File: config.mk
export PLATFORM = sky130hd
export DESIGN_NAME = charmap_pipe
export DESIGN_NICKNAME = d
export VERILOG_FILES = /design/src/rtl/charmap_pipe.sv
export SDC_FILE = /design/constraint.sdc
export NUM_CORES = 1
export LEC_CHECK = 0
export BUFFER_PORTS_ARGS = -buffer_cell sky130_fd_sc_hd__buf_2
export CORE_MARGIN = 3
export CORE_UTILIZATION = 45
export DETAILED_ROUTE_END_ITERATION = 16
export PLACE_DENSITY = 0.76
export SETUP_SLACK_MARGIN = 0.05
export SLEW_MARGIN = 15
export SYNTH_ARGS = -nofsm -noshare
export SYNTH_HDL_FRONTEND = slang
export SYNTH_SLANG_ARGS = --single-unit
File: constraint.sdc
create_clock -name clk -period 2.7 [get_ports clk]
set_input_delay 0.27 -clock clk [delete_from_list [all_inputs] [get_ports clk]]
set_output_delay 0.27 -clock clk [all_outputs]
set_load 0.1 [all_outputs]
File: src/rtl/charmap_pipe.sv
// Character-map overlay pipeline.
// Turns a raster position into one overlay pixel in three clock-enabled stages:
//   stage 0 forms the character RAM address,
//   stage 1 forms the font ROM address from the returned character code,
//   stage 2 selects the glyph bit and applies cell inversion and the blinking cursor.
// Provides a once-per-frame blink timer for the cursor.
module charmap_pipe #(
  parameter int COL_BITS     = 6,
  parameter int ROW_BITS     = 5,
  parameter int BLINK_FRAMES = 16,
  parameter int INVERSE_EN   = 1
) (
  input  logic                         clk,
  input  logic                         reset,
  input  logic                         ce_pix,
  input  logic [9:0]                   hcnt,
  input  logic [9:0]                   vcnt,
  input  logic [ROW_BITS-1:0]          scroll_row,
  input  logic                         cursor_en,
  input  logic [COL_BITS-1:0]          cursor_x,
  input  logic [ROW_BITS-1:0]          cursor_y,
  input  logic [7:0]                   chmap_data_out,
  input  logic [7:0]                   chrom_data_out,
  output logic [ROW_BITS+COL_BITS-1:0] chram_addr,
  output logic [11:0]                  chrom_addr,
  output logic                         a,
  output logic                         a_valid
);

  // Active window size in pixels/lines (8 pixels per cell in each direction).
  localparam logic [10:0] H_LIMIT    = 11'(8 << COL_BITS);
  localparam logic [10:0] V_LIMIT    = 11'(8 << ROW_BITS);
  localparam logic [7:0]  BLINK_LAST = 8'(BLINK_FRAMES - 1);
  localparam logic        INV_ON     = 1'(INVERSE_EN != 0);

  // Glyph index into the font ROM.
  // When inversion is enabled, bit 7 of the code is an attribute rather than part of the glyph index.
  function automatic logic [7:0] rom_code(input logic [7:0] code);
    rom_code = INV_ON ? {1'b0, code[6:0]} : code;
  endfunction

  // Glyph rows are stored MSB-first: pixel 0 is the leftmost (bit 7).
  function automatic logic glyph_bit(input logic [7:0] glyph, input logic [2:0] px);
    glyph_bit = glyph[3'd7 - px];
  endfunction

  // Stage 0 signals (combinational from the raster position)
  logic [COL_BITS-1:0] col_p0;
  logic [ROW_BITS-1:0] srow_p0;
  logic [ROW_BITS-1:0] row_p0;
  logic                vld_p0;
  logic                cur_p0;

  // Stage 1 registers
  logic [2:0]          px_p1;
  logic [2:0]          line_p1;
  logic                vld_p1;
  logic                cur_p1;
  logic                inv_p1;

  // Stage 2 registers
  logic [2:0]          px_p2;
  logic                vld_p2;
  logic                cur_p2;
  logic                inv_p2;
  logic                pix_p2;

  // Frame detection and cursor blink state
  logic [9:0]          vcnt_prev;
  logic [7:0]          blink_cnt;
  logic                blink_phase;
  logic                frame_start;

  // ---- stage 0: cell address, window test and cursor match ----
  // Scrolled row wraps modulo the row count.
  // The cursor is matched against the unscrolled screen row.
  always_comb begin
    col_p0  = hcnt[COL_BITS+2:3];
    srow_p0 = vcnt[ROW_BITS+2:3];
    row_p0  = srow_p0 + scroll_row;
    vld_p0  = ({1'b0, hcnt} < H_LIMIT) && ({1'b0, vcnt} < V_LIMIT);
    cur_p0  = cursor_en && (srow_p0 == cursor_y) && (col_p0 == cursor_x);
  end

  assign chram_addr = {row_p0, col_p0};

  // ---- stage 1: pixel/line position travels alongside the RAM read ----
  always_ff @(posedge clk) begin
    if (ce_pix) begin
      px_p1   <= hcnt[2:0];
      line_p1 <= vcnt[2:0];
    end
  end

  // Stage 1 window and cursor flags
  always_ff @(posedge clk or posedge reset) begin
    if (reset) begin
      vld_p1 <= 1'b0;
      cur_p1 <= 1'b0;
    end else if (ce_pix) begin
      vld_p1 <= vld_p0;
      cur_p1 <= cur_p0;
    end
  end

  // Font ROM address built from the character code now on the RAM output.
  always_comb begin
    chrom_addr = {1'b0, rom_code(chmap_data_out), line_p1};
    inv_p1     = INV_ON & chmap_data_out[7];
  end

  // ---- stage 2: pixel index travels alongside the ROM read ----
  always_ff @(posedge clk) begin
    if (ce_pix) begin
      px_p2 <= px_p1;
    end
  end

  // Stage 2 window, cursor and inverse flags
  always_ff @(posedge clk or posedge reset) begin
    if (reset) begin
      vld_p2 <= 1'b0;
      cur_p2 <= 1'b0;
      inv_p2 <= 1'b0;
    end else if (ce_pix) begin
      vld_p2 <= vld_p1;
      cur_p2 <= cur_p1;
      inv_p2 <= inv_p1;
    end
  end

  // Glyph bit with cell inversion and visible cursor combined by XOR.
  // When both apply they cancel.
  always_comb begin
    pix_p2 = glyph_bit(chrom_data_out, px_p2) ^ inv_p2 ^ (cur_p2 & blink_phase);
  end

  // ---- stage 3: registered overlay pixel, forced low outside the window ----
  always_ff @(posedge clk or posedge reset) begin
    if (reset) begin
      a       <= 1'b0;
      a_valid <= 1'b0;
    end else if (ce_pix) begin
      a       <= pix_p2 & vld_p2;
      a_valid <= vld_p2;
    end
  end

  // A frame starts when the line counter returns to zero from any other value.
  assign frame_start = ce_pix && (vcnt == '0) && (vcnt_prev != '0);

  // Last line counter value seen on an enabled pixel
  always_ff @(posedge clk or posedge reset) begin
    if (reset) begin
      vcnt_prev <= '0;
    end else if (ce_pix) begin
      vcnt_prev <= vcnt;
    end
  end

  // Blink timer: counts frame starts.
  // The phase toggles every BLINK_FRAMES frames.
  // It runs whether or not the cursor is enabled.
  always_ff @(posedge clk or posedge reset) begin
    if (reset) begin
      blink_cnt   <= '0;
      blink_phase <= 1'b0;
    end else if (frame_start) begin
      if (blink_cnt == BLINK_LAST) begin
        blink_cnt   <= '0;
        blink_phase <= ~blink_phase;
      end else begin
        blink_cnt <= blink_cnt + 8'd1;
      end
    end
  end

endmodule

==> impl_metrics.xml <==
<?xml version="1.0" encoding="UTF-8"?>
<metrics>
  <group name="synthesis">
    <metric name="async_flop_share" unit="%">74.29</metric>
    <metric name="post_synth_edffs" unit="">9</metric>
    <metric name="synth.largest_area_cell" unit="">sky130_fd_sc_hd__dfrtp_1</metric>
    <metric name="primary_flip_flop_cell_chosen_by_synthesis_mapping" unit="">sky130_fd_sc_hd__dfrtp_1</metric>
    <metric name="total_number_of_yosys_warnings" unit="">0</metric>
    <metric name="syn_area" unit="µm²">1908</metric>
    <metric name="synth_sequential_area_ratio" unit="%">48.26</metric>
    <metric name="netlist_instances" unit="">155</metric>
    <metric name="yosys_register_bits" unit="">35</metric>
    <metric name="synth_top_cell_area_share" unit="%">34.10</metric>
    <metric name="avgSynthCellArea" unit="µm²">12.31</metric>
    <metric name="biggest_area_contributors_in_the_synthesized_netlist" unit="">sky130_fd_sc_hd__dfrtp_1 34%, sky130_fd_sc_hd__edfxtp_1 14%, sky130_fd_sc_hd__mux2_2 9.4%</metric>
    <metric name="ys_types" unit="">33</metric>
  </group>
  <group name="clock_network">
    <metric name="cts_buffers" unit="">5</metric>
    <metric name="clk_latency" unit="ns">0.28</metric>
    <metric name="path_clk_slew" unit="ns">0.07</metric>
    <metric name="cts_root_buffer" unit="">sky130_fd_sc_hd__clkbuf_8</metric>
    <metric name="cts_hold_buf" unit="">0</metric>
    <metric name="clock-sinks" unit="">35</metric>
    <metric name="postCtsSetupBuffers" unit="">0</metric>
    <metric name="ctsResizeCount" unit="">0</metric>
    <metric name="clock_path_buffers" unit="">2</metric>
    <metric name="tritoncts" unit="">yes</metric>
    <metric name="htreeDepth" unit="">2</metric>
  </group>
  <group name="routing">
    <metric name="routed_wire_length_per_instance" unit="µm">14.47</metric>
    <metric name="viasPerCell" unit="">5.076</metric>
    <metric name="drt-pass1-iter-count" unit="">4</metric>
    <metric name="initialDrtViolationCount" unit="">55</metric>
    <metric name="route.detailed.drc" unit="">0</metric>
    <metric name="drt-total-wl" unit="mm">3.790</metric>
    <metric name="ant_nets_after_route" unit="">0</metric>
    <metric name="via_count" unit="">1330</metric>
  </group>
  <group name="placed_design">
    <metric name="place.detailed.hpwl" unit="mm">3.045</metric>
    <metric name="gp_routability_congestion" unit="">0.8133</metric>
    <metric name="port_buffers" unit="">64</metric>
  </group>
  <group name="sta">
    <metric name="rsz0062_at_grt" unit="">no</metric>
    <metric name="final.period_utilization" unit="%">80.54</metric>
    <metric name="timing.max_slew.rel_slack" unit="%">32.93</metric>
    <metric name="totalNegativeSetupSlack" unit="ns">0</metric>
    <metric name="final_hold_violations" unit="">0</metric>
    <metric name="final_max_slew_viol_count" unit="">0</metric>
    <metric name="worst_clock_skew" unit="ns">0.002749</metric>
    <metric name="timing.fmax" unit="MHz">459.8</metric>
    <metric name="finalWorstPathRequiredPeriod" unit="ns">2.175</metric>
    <metric name="tightest_slew" unit="ns">1.005</metric>
    <metric name="finalSetupViolCount" unit="">0</metric>
  </group>
  <group name="floorplanning">
    <metric name="dieHeight" unit="µm">71.12</metric>
    <metric name="design.core.area" unit="µm²">4058</metric>
    <metric name="die_area" unit="µm²">5057</metric>
    <metric name="core.rowCount" unit="">23</metric>
    <metric name="dieWidth" unit="µm">71.12</metric>
    <metric name="ioPinCount" unit="">81</metric>
    <metric name="start_util" unit="%">47.02</metric>
  </group>
  <group name="layout">
    <metric name="num-fill-cells" unit="">357</metric>
    <metric name="num_antenna_cells" unit="">0</metric>
    <metric name="layout-drive-gt1-share" unit="%">45.75</metric>
    <metric name="layout-area-overhead-vs-synth" unit="%">19.21</metric>
    <metric name="finish.utilization" unit="%">56.06</metric>
    <metric name="nets" unit="">273</metric>
  </group>
  <group name="global_route">
    <metric name="overflow" unit="">0</metric>
    <metric name="largest_net_degree_at_the_start_of_global_routing" unit="">27</metric>
    <metric name="number_of_global_route_vias_before_repair" unit="">1380</metric>
    <metric name="global_route_wire_length_before_repair" unit="mm">6.251</metric>
    <metric name="number_of_antenna_violations_at_the_first_check_in_global_routing" unit="">0</metric>
    <metric name="grtUsageTotal" unit="%">15.97</metric>
  </group>
  <group name="power">
    <metric name="power.switching" unit="mW">0.4578</metric>
    <metric name="power_frac_clock" unit="%">27.3</metric>
    <metric name="power_switching_share" unit="%">34.85</metric>
    <metric name="p_per_area" unit="nW/µm²">577.5</metric>
    <metric name="power.combinational.fraction" unit="%">27.7</metric>
    <metric name="sequentialPowerShare" unit="%">45.0</metric>
    <metric name="worst_ir_drop_vdd" unit="µV">298.1</metric>
    <metric name="intPower" unit="mW">0.8558</metric>
    <metric name="power.leakage" unit="nW">1.088</metric>
    <metric name="total_power_consumption_of_the_routed_design" unit="mW">1.314</metric>
  </group>
  <group name="worst_setup_path">
    <metric name="worst_setup_path_end_kind" unit="">output pin</metric>
    <metric name="worst_ep_arrival_time" unit="ns">1.90</metric>
    <metric name="cp.required" unit="ns">2.43</metric>
    <metric name="timing_worst_setup_path_type" unit="">in2out</metric>
    <metric name="start_kind" unit="">input pin</metric>
    <metric name="path_max_fanout" unit="">4</metric>
  </group>
  <group name="status">
    <metric name="status" unit="">finished, final reports clean</metric>
  </group>
  <group name="worst_hold_path">
    <metric name="min_path_type" unit="">in2reg</metric>
  </group>
  <group name="job">
    <metric name="drv.max_cap_violation_count" unit="">0</metric>
  </group>
</metrics>
## flip-flops by register name, indices dropped and copies added (netlist names)
name / cells
vcnt_prev: 10
blink_cnt: 8
line_p1: 3
px_p1: 3
px_p2: 3
a: 1
a_valid: 1
blink_phase: 1
cur_p1: 1
cur_p2: 1
inv_p2: 1
vld_p1: 1
vld_p2: 1
## power groups by stage
stage	logic [mW]	registers, mW	clock network [mW]
final	0.363	0.591	0.359
after global placement	0.361	0.601	0
after detailed placement	0.366	0.602	0
after floorplan	0.297	0.642	0
after global routing	0.383	0.595	0.395
after CTS	0.367	0.592	0.368
## layout make-up
| class | count | area (µm²) | share of cell area, % |
|---|---|---|---|
| Multi-Input combinational cell | 95 | 848.3 | 37.29 |
| Inverter | 9 | 33.78 | 1.485 |
| Clock inverter | 1 | 5.005 | 0.2200 |
| Timing Repair Buffer | 65 | 327.8 | 14.41 |
| Sequential cell | 35 | 920.9 | 40.48 |
| Clock buffer | 7 | 76.32 | 3.355 |
| Tap cell | 50 | 62.56 | 2.750 |
## placed cells by master, fill, tap and decap left out, types with 4 or more instances in the layout
master and count:
sky130_fd_sc_hd__xnor2_1 10, sky130_fd_sc_hd__nor4_1 4, sky130_fd_sc_hd__clkbuf_8 5, sky130_fd_sc_hd__nor2_1 5
sky130_fd_sc_hd__nand3_1 6, sky130_fd_sc_hd__dfrtp_1 26, sky130_fd_sc_hd__edfxtp_1 9, sky130_fd_sc_hd__mux2_2 16
sky130_fd_sc_hd__nand2_1 6, sky130_fd_sc_hd__inv_1 9, sky130_fd_sc_hd__buf_2 64, sky130_fd_sc_hd__ha_1 5
sky130_fd_sc_hd__xor2_1 10, sky130_fd_sc_hd__nor4_2 4
## layer usage
layer	part of all wire [%]	routed length, µm	vias up	GRT usage, %
li1	-	-	642	-
met1	43	1622	639	19.36
met2	49	1846	44	26.36
met3	6.7	255	5	5.256
met4	1.7	66	0	6.263
met5	0	0	-	0
## cell usage after synthesis, drive strengths merged (2+ instances only)
cell type and count:
nor2 5, nand2 6, dfrtp 26, a21oi 2, and3 2, xnor2 12
a22o 2, mux2 16, mux4 2, buf 16, edfxtp 9, o31ai 2
nand3 7, xor2 10, a21o 2, inv 9, nor4 8, and4 2
nor3 2, ha 5, nand4 2
## stage by stage
step	instance area [µm²]	worst slack, ns	std cells	hold WS (ns)
detailed placement	2193	0.5108	254	0.4083
global route	2275	0.4221	262	0.1402
floorplan	1927	0.1753	156	0.3100
global placement	2193	0.5475	254	0.4021
CTS	2275	0.5034	262	0.1528
finish	2275	0.5253	262	0.1578
## final timing paths
kind / start / end / slack [ns] / depth (start not counted)
worst max-delay path: vcnt[3] / chram_addr[10] / 0.53 / 9
worst min-delay path: hcnt[0] / px_p1[0]$_DFFE_PP_ / 0.16 / 1
worst max register to register: vcnt_prev[0]$_DFFE_PP0P_ / blink_cnt[1]$_DFFE_PP0P_ / 1.06 / 4
worst min register to register: px_p1[2]$_DFFE_PP_ / px_p2[2]$_DFFE_PP_ / 0.43 / 0
max in group asynchronous: reset / a$_DFFE_PP0P_ / 1.87 / 2
min in group asynchronous: reset / blink_cnt[4]$_DFFE_PP0P_ / 0.22 / 2
## critical path: stages
cell	delay, ns
sky130_fd_sc_hd__buf_2	0.13
sky130_fd_sc_hd__ha_1	0.21
sky130_fd_sc_hd__inv_1	0.07
sky130_fd_sc_hd__fa_1	0.22
sky130_fd_sc_hd__inv_1	0.06
sky130_fd_sc_hd__a21o_1	0.15
sky130_fd_sc_hd__a21oi_1	0.22
sky130_fd_sc_hd__xnor2_2	0.13
sky130_fd_sc_hd__buf_2	0.44
## cells by family (layout without fill, tap and decap cells)
| family | after synthesis | in the layout | synth area share (%) |
|---|---|---|---|
| AOI/OAI and AO/OA | 11 | 11 | 4.065 |
| xor gates and xnor gates | 22 | 22 | 10.10 |
| adders and majority gates | 6 | 6 | 4.328 |
| buffers and inverters | 26 | 82 | 8.262 |
| DFF | 35 | 35 | 48.26 |
| muxes | 19 | 19 | 12.72 |
| other | 1 | 2 | 0.1965 |
| and+or+nand+nor | 35 | 35 | 12.07 |
Note: power is estimated with default switching activity, not from simulation.
